$ cat src/rtl/morra_pkg.sv
// morra_pkg: shared definitions for the morra stimulus player.
//   - move codes driven on PRIMO/SECONDO
//   - result codes read from MANCHE/PARTITA
//   - player FSM state enum
//   - LFSR feedback mask plus step / move-selection / saturation helpers
package morra_pkg;

  // Move encoding
  localparam logic [1:0] NONE    = 2'b00;
  localparam logic [1:0] SASSO   = 2'b01;
  localparam logic [1:0] CARTA   = 2'b10;
  localparam logic [1:0] FORBICE = 2'b11;

  // MANCHE / PARTITA encoding
  localparam logic [1:0] INVALID = 2'b00;
  localparam logic [1:0] P1      = 2'b01;
  localparam logic [1:0] P2      = 2'b10;
  localparam logic [1:0] DRAW    = 2'b11;

  // Galois feedback for x^8+x^6+x^5+x^4+1 (right-shifting form)
  localparam logic [7:0] LFSR_MASK = 8'hB8;

  typedef enum logic [2:0] {
    IDLE, INIT, INIT_WAIT, ISSUE, SAMPLE, FINISH
  } state_t;

  function automatic logic [7:0] lfsr_step(input logic [7:0] q);
    return q[0] ? ((q >> 1) ^ LFSR_MASK) : (q >> 1);
  endfunction

  // Move for the coming manche: low bits of the LFSR value after its step,
  // 00 promoted to sasso, rotated if it would repeat this player's last win.
  function automatic logic [1:0] pick_move(input logic [7:0] q,
                                           input logic       won,
                                           input logic [1:0] last);
    logic [1:0] m;
    m = 2'(lfsr_step(q));
    if (m == NONE) m = SASSO;
    if (won && (m == last)) m = (m == FORBICE) ? SASSO : (m + 2'd1);
    return m;
  endfunction

  function automatic logic [7:0] sat_inc(input logic [7:0] v);
    return (v == 8'hFF) ? v : (v + 8'd1);
  endfunction

endpackage

$ cat src/rtl/morra_lfsr.sv
// morra_lfsr: 8-bit Galois LFSR used as a pseudo-random move source.
//   clk  in   clock
//   rst  in   async active-high reset, loads SEED (0 replaced by 8'h01)
//   en   in   advance one step on this clock edge
//   q    out  current register value
module morra_lfsr
  import morra_pkg::*;
#(
  parameter logic [7:0] SEED = 8'h01
) (
  input  logic       clk,
  input  logic       rst,
  input  logic       en,
  output logic [7:0] q
);

  // An all-zero state would lock the LFSR up.
  localparam logic [7:0] SEED_FIX = (SEED == 8'h00) ? 8'h01 : SEED;

  always_ff @(posedge clk or posedge rst) begin
    if (rst)     q <= SEED_FIX;
    else if (en) q <= lfsr_step(q);
  end

endmodule

$ cat src/rtl/morra_player.sv
// morra_player: drives two pseudo-random players into the morra game core
// and keeps per-match tallies.
//   START/STOP         in   begin a match from IDLE / abort to IDLE
//   PRIMO/SECONDO      out  player moves (held for ISSUE+SAMPLE)
//   INIZIO             out  match-start strobe to the game
//   MANCHE/PARTITA     in   round / match result from the game
//   WINS1/WINS2/DRAWS  out  saturating round tallies
//   RESULT             out  latched final PARTITA
//   BUSY/DONE/ERR      out  match in progress / end pulse / sticky error
module morra_player
  import morra_pkg::*;
#(
  parameter logic [7:0]  SEED1      = 8'hA5,
  parameter logic [7:0]  SEED2      = 8'h3C,
  parameter int unsigned MAX_MANCHE = 19
) (
  input  logic       clk,
  input  logic       rst,
  input  logic       START,
  input  logic       STOP,
  output logic [1:0] PRIMO,
  output logic [1:0] SECONDO,
  output logic       INIZIO,
  input  logic [1:0] MANCHE,
  input  logic [1:0] PARTITA,
  output logic [7:0] WINS1,
  output logic [7:0] WINS2,
  output logic [7:0] DRAWS,
  output logic [1:0] RESULT,
  output logic       BUSY,
  output logic       DONE,
  output logic       ERR
);

  localparam logic [7:0] MAX_M = MAX_MANCHE[7:0];

  state_t     state_reg, state_next;
  logic [7:0] lfsr1_q, lfsr2_q;
  logic       lfsr_en;
  logic       abort;

  logic [7:0] wins1_reg, wins1_next, wins2_reg, wins2_next, draws_reg, draws_next;
  logic [7:0] manche_reg, manche_next;
  logic [1:0] result_reg, result_next;
  logic       err_reg, err_next;
  logic [1:0] win_reg, win_next;       // last manche winner (P1/P2) or INVALID
  logic [1:0] wmove_reg, wmove_next;   // that winner's move
  logic [1:0] primo_reg, primo_next, secondo_reg, secondo_next;
  logic       inizio_reg, inizio_next, busy_reg, busy_next, done_reg, done_next;

  assign abort   = STOP && (state_reg != IDLE);
  assign lfsr_en = (state_reg == ISSUE) && !abort;

  morra_lfsr #(.SEED(SEED1)) u_lfsr1 (.clk(clk), .rst(rst), .en(lfsr_en), .q(lfsr1_q));
  morra_lfsr #(.SEED(SEED2)) u_lfsr2 (.clk(clk), .rst(rst), .en(lfsr_en), .q(lfsr2_q));

  // State register
  always_ff @(posedge clk or posedge rst) begin
    if (rst) state_reg <= IDLE;
    else     state_reg <= state_next;
  end

  // Next-state logic
  always_comb begin
    state_next = state_reg;
    if (abort) begin
      state_next = IDLE;
    end else begin
      case (state_reg)
        IDLE:      if (START) state_next = INIT;
        INIT:      state_next = INIT_WAIT;
        INIT_WAIT: state_next = ISSUE;
        ISSUE:     state_next = SAMPLE;
        SAMPLE:    state_next = ((PARTITA != INVALID) || (manche_reg == MAX_M)) ? FINISH : ISSUE;
        FINISH:    state_next = IDLE;
        default:   state_next = IDLE;
      endcase
    end
  end

  // Output / datapath next values. Every output is registered, so the
  // game-facing signals are derived from the state being entered.
  always_comb begin
    wins1_next  = wins1_reg;
    wins2_next  = wins2_reg;
    draws_next  = draws_reg;
    manche_next = manche_reg;
    result_next = result_reg;
    err_next    = err_reg;
    win_next    = win_reg;
    wmove_next  = wmove_reg;
    if (!abort) begin
      case (state_reg)
        IDLE: if (START) begin
          wins1_next  = 8'd0;
          wins2_next  = 8'd0;
          draws_next  = 8'd0;
          manche_next = 8'd0;
          result_next = INVALID;
          err_next    = 1'b0;
        end
        INIT_WAIT: win_next = INVALID;
        ISSUE:     manche_next = sat_inc(manche_reg);
        SAMPLE: begin
          case (MANCHE)
            P1: begin
              wins1_next = sat_inc(wins1_reg);
              win_next   = P1;
              wmove_next = primo_reg;
            end
            P2: begin
              wins2_next = sat_inc(wins2_reg);
              win_next   = P2;
              wmove_next = secondo_reg;
            end
            DRAW: begin
              draws_next = sat_inc(draws_reg);
              win_next   = INVALID;
            end
            default: err_next = 1'b1;
          endcase
          if (PARTITA != INVALID)        result_next = PARTITA;
          else if (manche_reg == MAX_M)  err_next    = 1'b1;
        end
        default: ;
      endcase
    end

    inizio_next  = (state_next == INIT);
    busy_next    = (state_next != IDLE);
    done_next    = (state_next == FINISH);
    primo_next   = NONE;
    secondo_next = NONE;
    if (state_next == ISSUE) begin
      // Uses the winner record as updated by the SAMPLE closing this edge.
      primo_next   = pick_move(lfsr1_q, win_next == P1, wmove_next);
      secondo_next = pick_move(lfsr2_q, win_next == P2, wmove_next);
    end else if (state_next == SAMPLE) begin
      primo_next   = primo_reg;
      secondo_next = secondo_reg;
    end
  end

  always_ff @(posedge clk or posedge rst) begin
    if (rst) begin
      wins1_reg   <= 8'd0;
      wins2_reg   <= 8'd0;
      draws_reg   <= 8'd0;
      manche_reg  <= 8'd0;
      result_reg  <= INVALID;
      err_reg     <= 1'b0;
      win_reg     <= INVALID;
      wmove_reg   <= NONE;
      primo_reg   <= NONE;
      secondo_reg <= NONE;
      inizio_reg  <= 1'b0;
      busy_reg    <= 1'b0;
      done_reg    <= 1'b0;
    end else begin
      wins1_reg   <= wins1_next;
      wins2_reg   <= wins2_next;
      draws_reg   <= draws_next;
      manche_reg  <= manche_next;
      result_reg  <= result_next;
      err_reg     <= err_next;
      win_reg     <= win_next;
      wmove_reg   <= wmove_next;
      primo_reg   <= primo_next;
      secondo_reg <= secondo_next;
      inizio_reg  <= inizio_next;
      busy_reg    <= busy_next;
      done_reg    <= done_next;
    end
  end

  assign PRIMO   = primo_reg;
  assign SECONDO = secondo_reg;
  assign INIZIO  = inizio_reg;
  assign WINS1   = wins1_reg;
  assign WINS2   = wins2_reg;
  assign DRAWS   = draws_reg;
  assign RESULT  = result_reg;
  assign BUSY    = busy_reg;
  assign DONE    = done_reg;
  assign ERR     = err_reg;

endmodule

$ cat config.mk
export PLATFORM = sky130hd
export DESIGN_NAME = morra_player
export DESIGN_NICKNAME = d
export VERILOG_FILES = /design/src/rtl/morra_pkg.sv /design/src/rtl/morra_lfsr.sv /design/src/rtl/morra_player.sv
export SDC_FILE = /design/constraint.sdc
export NUM_CORES = 1
export LEC_CHECK = 0
export CAP_MARGIN = 20
export CORE_MARGIN = 4
export CORE_UTILIZATION = 55
export DETAILED_ROUTE_END_ITERATION = 10
export PLACE_DENSITY = 0.79
export SYNTH_ARGS = -nofsm -noshare
export SYNTH_HDL_FRONTEND = slang
export SYNTH_SLANG_ARGS = --single-unit
export TNS_END_PERCENT = 10
$ cat constraint.sdc
create_clock -name clk -period 3 [get_ports clk]
set_input_delay 0.45 -clock clk [delete_from_list [all_inputs] [get_ports clk]]
set_output_delay 0.45 -clock clk [all_outputs]
set_load 0.02 [all_outputs]
==> impl_metrics.csv, run 1 <==
group,metric,value,unit
clock_tree,cts_setup_buffers,0,
final_layout,fin_util,69.20,%
worst_setup_path,rr_worst_depth,5,
pwr,power_leakage,1.708,nW
yosys,synth.most_common_cell,"dfrtp_1",
sta,fin_tns_setup,0,ns
detailed_routing,antenna_left,0,
pwr,pwr-share-seq,44.6,%
grt,grt.total_usage,20.97,%
clock_tree,cts_hold_buf,0,
sta,rsz0062_at_grt,"false",
detailed_routing,wl,7.200,mm
clock_tree,h-tree-depth,3,
yosys,synth_top_cell_by_area,"dfrtp_1",
yosys,syn_nets,355,
yosys,yosysWarnings,0,
min_path,hold_depth,1,
grt,overflow,0,
flow_run,cap_violations,0,
pwr,combPwrFrac,29.2,%
worst_setup_path,path_class,"input pin to register",
clock_tree,cts_tree,"yes",
yosys,synth_top_area_share,42.14,%
yosys,synth_area_leaders,"dfrtp_1 42%, xnor2_1 6.5%, dfstp_2 6.2%",
sta,finalHoldViolations,0,
detailed_routing,drc,0,
worst_setup_path,worstPathMaxFanout,4,
final_layout,finalInstanceArea,4121,um2
worst_setup_path,critPathSlowestCell,"clkdlybuf4s50_1",
yosys,syn_avg_cell_area,10.01,um2
worst_setup_path,worstPathCellList,"clkdlybuf4s50_1 -> inv_1 -> ha_1 -> a22oi_1 -> nor2b_1 -> mux2i_1 -> or3_1 -> a32o_1",
die,die_y,86.45,um
die,die_width,86.45,um
grt,grt_max_degree,35,
sta,max_slew_margin,55.36,%
yosys,async_flop_share,100.0,%
detailed_routing,routedWlPerCell,15.45,um
sta,setup_viol,0,
worst_setup_path,slowest_delay,0.52,ns
worst_setup_path,critPathBufInv,2,
worst_setup_path,start_kind,"input pin",
die,initial_utilization,56.83,%
yosys,synth_edf_count,0,
sta,period_share,81.51,%
clock_tree,cts-root-buf,"clkbuf_8",
final_layout,finalNetCount,403,
die,ios,42,
worst_setup_path,cp_top_family,"compound AO/OA/AOI/OAI gates",
min_path,hold_class,"register to register",
yosys,synth_area,3384,um2
yosys,postSynth.topFlopCell,"dfrtp_1",
sta,drv_slew,0,
yosys,ys_seq_area_share,48.35,%
sta,tightest_slew,0.6527,ns
detailed_routing,dr.pass1.iters,4,
status,outcome,"finished clean",
placement,place_area,3920,um2
worst_setup_path,crit_required,3.23,ns
yosys,synth_common_cells,"57 x dfrtp_1, 36 x nor2_1, 25 x xnor2_1",
placement,io_buffer_count,41,
pwr,switchingPower,0.001004,W
die,rows,28,
clock_tree,clock-sinks,65,
clock_tree,clk_path_buf_depth,2,
worst_setup_path,crit_arrival,2.67,ns
clock_tree,insertion_delay,0.35,ns
die,core,5956,um2
detailed_routing,vias,2716,
pwr,p_int,0.001895,W
clock_tree,path_clk_slew,0.08,ns
grt,grt_pass1_wl,12.27,mm
detailed_routing,viasPerCell,5.828,
yosys,synthCells,338,
sta,finClkSkew,0.008881,ns
placement,gp_congestion,0.9048,
pwr,power.share.clock,26.2,%
final_layout,syn2layout_area_growth,21.77,%
pwr,sw_frac_of_total,34.64,%
sta,max_freq,0.4090,GHz
pwr,ir_drop,0.0006199,V
grt,antenna_found_initial,0,
detailed_routing,dr.first_iter.drc_count,147,
worst_setup_path,worstSetupEndpointType,"register",
grt,first_global_vias,2643,
final_layout,drive_gt1_share,12.53,%
yosys,synth.distinct_cells,55,
sta,final.min_clock_period,2.445,ns
clock_tree,numCtsBuffers,9,
clock_tree,post_cts_resized,0,
yosys,ys_seq_elements,65,
final_layout,antenna_cells,0,
placement,dp_hpwl,5.222,mm
worst_setup_path,path_depth,8,
pwr,power_density,703.5,nW/um2
die,dieArea,7473,um2
==> cells in the final DEF, fill, tap and decap left out, types with 4 or more instances in the layout <==
| cell type | synthesis | layout |
|---|---|---|
| clkbuf_8 | 0 | 9 |
| clkdlybuf4s50_1 | 0 | 41 |
| o31ai_1 | 5 | 5 |
| xnor2_1 | 25 | 25 |
| dfstp_2 | 8 | 8 |
| nand4_1 | 5 | 5 |
| o21ai_0 | 12 | 12 |
| nor3b_1 | 7 | 7 |
| mux2_2 | 10 | 10 |
| nor4_1 | 4 | 4 |
| a32o_1 | 4 | 4 |
| nor4b_1 | 4 | 4 |
| a21o_1 | 4 | 4 |
| nor2_1 | 36 | 36 |
| ha_1 | 9 | 9 |
| a21oi_1 | 15 | 15 |
| nor3_1 | 4 | 4 |
| inv_1 | 14 | 13 |
| nand2_1 | 22 | 22 |
| nand3_1 | 18 | 18 |
| and2_1 | 4 | 4 |
| nor2b_1 | 5 | 5 |
| mux2i_1 | 4 | 4 |
| buf_4 | 0 | 7 |
| dfrtp_1 | 57 | 57 |
==> routing by layer <==
layer  share of wire (%)  GRT usage [%]  vias up
met3                 4.3          5.133        9
met4                 1.4          8.357        0
met2                  50          33.80       68
met5                   0              0        -
met1                  45          27.23     1326
li1                    -              -     1313
==> power by group through the flow <==
stage | registers, W | logic [W] | clock network, W
after floorplan | 0.00129 | 0.000596 | 0
after global placement | 0.00130 | 0.000830 | 0
after detailed placement | 0.00131 | 0.000852 | 0
after CTS | 0.00129 | 0.000857 | 0.000781
after global routing | 0.00133 | 0.000940 | 0.000822
final | 0.00129 | 0.000847 | 0.000758
==> worst paths after layout <==
| path | to | startpoint | slack, ns |
|---|---|---|---|
| max reg2reg | PRIMO[1] | state_reg[2] | 0.58 |
| min reg2reg | u_lfsr2.q[6] | u_lfsr2.q[7] | 0.51 |
| min | u_lfsr2.q[6] | u_lfsr2.q[7] | 0.51 |
| max in group asynchronous | DRAWS[7] | rst | 1.87 |
| max | PRIMO[0] | MANCHE[0] | 0.55 |
| min in group asynchronous | PRIMO[1] | rst | 0.52 |
==> worst register-to-register path: cells and delay by family (launching register included) <==
kind / cells / cell delay [ns]
simple gates: 3 / 1.27
compound gates: 2 / 0.41
flops: 1 / 0.63
==> per-stage QoR <==
step / cells / hold WS (ns) / worst slack (ns) / total power [W]
global placement: 450 / 0.4855 / 0.3656 / 0.002133
detailed placement: 450 / 0.4982 / 0.2550 / 0.002162
CTS: 466 / 0.5173 / 0.6052 / 0.002932
finish: 466 / 0.5113 / 0.5547 / 0.002899
floorplan: 338 / 0.4716 / 0.8360 / 0.001882
global route: 466 / 0.5299 / 0.4280 / 0.003091
==> layout make-up <==
| class | count | area [um2] |
|---|---|---|
| clock buffers | 9 | 123.9 |
| clock inverters | 7 | 77.57 |
| fillers | 465 | 1834 |
| inverters | 15 | 56.30 |
| multi-input cells | 246 | 1650 |
| flip-flops and latches | 65 | 1637 |
| well taps | 75 | 93.84 |
| repair buffers | 49 | 483.0 |
==> kinds of logic (layout without fill, tap and decap cells) <==
kind of cell               Yosys count  after routing  share of synthesized area [%]
AOI/OAI and AO/OA                   73             73                          14.75
xor gates and xnor gates            26             26                          6.728
adders and majority gates            9              9                          3.327
buffers and inverters               27             80                          3.327
DFF                                 65             65                          48.35
muxes                               14             14                          4.510
and+or+nand+nor                    124            124                          19.00
No activity file was read; power rests on OpenSTA's default activity.
==> run 2, diff against run 1 <==
- CORE_UTILIZATION: 55 -> 50
- PLACE_DENSITY: 0.79 -> 0.76
- clock period: 3 -> 2.2 ns (I/O delays scaled with it)
==> impl_metrics.csv, run 2 (synthesis gave the netlist of run 1 again) <==
group,metric,value,unit
final_layout,fin_util,68.56,%
grt,antenna_found_initial,0,
die,dieArea,8150,um2
clock_tree,path_clk_slew,0.07,ns
pwr,ir_drop,0.0008901,V
die,die_width,90.28,um
worst_setup_path,critPathBufInv,2,
clock_tree,clk_path_buf_depth,2,
grt,first_global_vias,2763,
clock_tree,h-tree-depth,3,
sta,rsz0062_at_grt,"true",
final_layout,final_common_cell,"dfrtp_1",
detailed_routing,antenna_left,0,
clock_tree,clock-sinks,65,
detailed_routing,wl,7.629,mm
worst_setup_path,worstSetupEndpointType,"register",
placement,gp_congestion,0.8628,
die,die_y,90.28,um
final_layout,finalNetCount,431,
final_layout,fill_cells,502,
worst_setup_path,cp_top_family,"simple AND/OR/NAND/NOR gates",
placement,place_ws,-0.3577,ns
min_path,hold_class,"input pin to asynchronous set/reset pin",
worst_setup_path,path_class,"input pin to register",
clock_tree,cts-root-buf,"clkbuf_8",
worst_setup_path,crit_arrival,2.41,ns
final_layout,layout_common_cells,"57 x dfrtp_1, 41 x clkdlybuf4s50_1, 36 x nor2_1, 35 x buf_4, 25 x xnor2_1",
die,rows,29,
grt,overflow,0,
detailed_routing,dr.pass1.iters,4,
worst_setup_path,start_kind,"input pin",
grt,grt_max_degree,66,
flow_run,cap_violations,0,
sta,tightest_slew,0.5921,ns
detailed_routing,viasPerCell,5.635,
detailed_routing,routedWlPerCell,15.38,um
placement,dp_hpwl,5.513,mm
sta,setup_ws,0.01786,ns
placement,io_buffer_count,41,
final_layout,ff_latch_area,1637,um2
sta,period_share,99.19,%
clock_tree,cts_setup_buffers,0,
status,outcome,"finished clean",
final_layout,drive_gt1_share,20.05,%
final_layout,syn2layout_area_growth,30.83,%
detailed_routing,drc,0,
worst_setup_path,crit_required,2.43,ns
final_layout,multiInputGateArea,1679,um2
clock_tree,cts_hold_buf,0,
clock_tree,post_cts_resized,1,
detailed_routing,dr.first_iter.drc_count,180,
worst_setup_path,worstPathCellList,"clkdlybuf4s50_1 -> inv_1 -> ha_2 -> mux2i_2 -> nor3b_1 -> o21ai_1 -> or3b_1 -> a32o_1",
detailed_routing,vias,2795,
sta,finalHoldViolations,0,
worst_setup_path,worstPathMaxFanout,4,
die,core,6459,um2
grt,grt.total_usage,19.49,%
placement,place_inst,480,
sta,finClkSkew,0.006804,ns
final_layout,antenna_cells,0,
sta,max_freq,0.4583,GHz
pwr,power_leakage,1.881,nW
worst_setup_path,slowest_delay,0.42,ns
clock_tree,insertion_delay,0.34,ns
clock_tree,cts_tree,"yes",
pwr,power_density,998.0,nW/um2
die,ios,42,
sta,final.min_clock_period,2.182,ns
grt,grt_pass1_wl,12.90,mm
sta,drv_slew,0,
final_layout,fin_cells,496,
die,initial_utilization,52.40,%
sta,max_slew_margin,60.22,%
sta,setup_viol,0,
clock_tree,numCtsBuffers,9,
worst_setup_path,critPathSlowestCell,"clkdlybuf4s50_1",
## run 2: layer usage
| metal | up-vias | wire [um] | GRT usage [%] |
|---|---|---|---|
| li1 | 1363 | - | - |
| met1 | 1346 | 3421 | 25.28 |
| met2 | 76 | 3721 | 31.80 |
| met3 | 10 | 379 | 4.500 |
| met4 | 0 | 107 | 7.398 |
| met5 | - | 0 | 0 |
## run 2: path summary, 6_finish.rpt
path	startpoint	to	slack [ns]	cells past startpoint
max	MANCHE[0]	SECONDO[1]	0.02	8
min	rst	WINS2[5]	0.37	3
max reg2reg	state_reg[0]	SECONDO[1]	0.04	5
min reg2reg	u_lfsr2.q[3]	u_lfsr2.q[3]	0.50	2
max in group asynchronous	rst	u_lfsr1.q[2]	1.52	3
min in group clk	u_lfsr2.q[3]	u_lfsr2.q[3]	0.50	2
## run 2: where the power goes
| group | total [W] | internal (W) | switching (W) | leakage [nW] |
|---|---|---|---|---|
| Sequential | 0.00172 | 0.00150 | 0.000219 | 0.858 |
| Combinational | 0.00135 | 0.000656 | 0.000691 | 0.890 |
| Clock | 0.00135 | 0.000869 | 0.000482 | 0.133 |
| Total | 0.00442 | 0.00303 | 0.00139 | 1.88 |
## run 2: area by class of cell
cell class	count	share of cell area (%)
multi-input cells	246	37.92
flip-flops and latches	65	36.96
repair buffers	77	15.65
clock inverters	7	3.221
clock buffers	9	2.797
well taps	77	2.176
inverters	15	1.272
## run 2: metrics by stage
step            TNS, ns  cell area, um2  hold WS, ns  power, W
3_3_place_gp     -1.433            4133       0.4805  0.003021
6_report              0            4428       0.3682  0.004419
5_1_grt        -0.02256            4428       0.3965  0.004685
4_1_cts               0            4403       0.3812  0.004437
3_5_place_dp     -2.118            4133       0.4869  0.003073
2_1_floorplan         0            3385       0.4627  0.002567
## run 2: worst register-to-register path, cell delays in order (launching register included)
cell,delay [ns]
dfrtp_1,0.38
or4b_4,0.59
nor4_2,0.28
a31o_1,0.16
or3b_1,0.36
a32o_1,0.27
==> run 3, diff against run 2 <==
- CAP_MARGIN: 20 -> 10
==> results of run 3 <==
Final layout, timing and power as in run 2 (identical DEF).
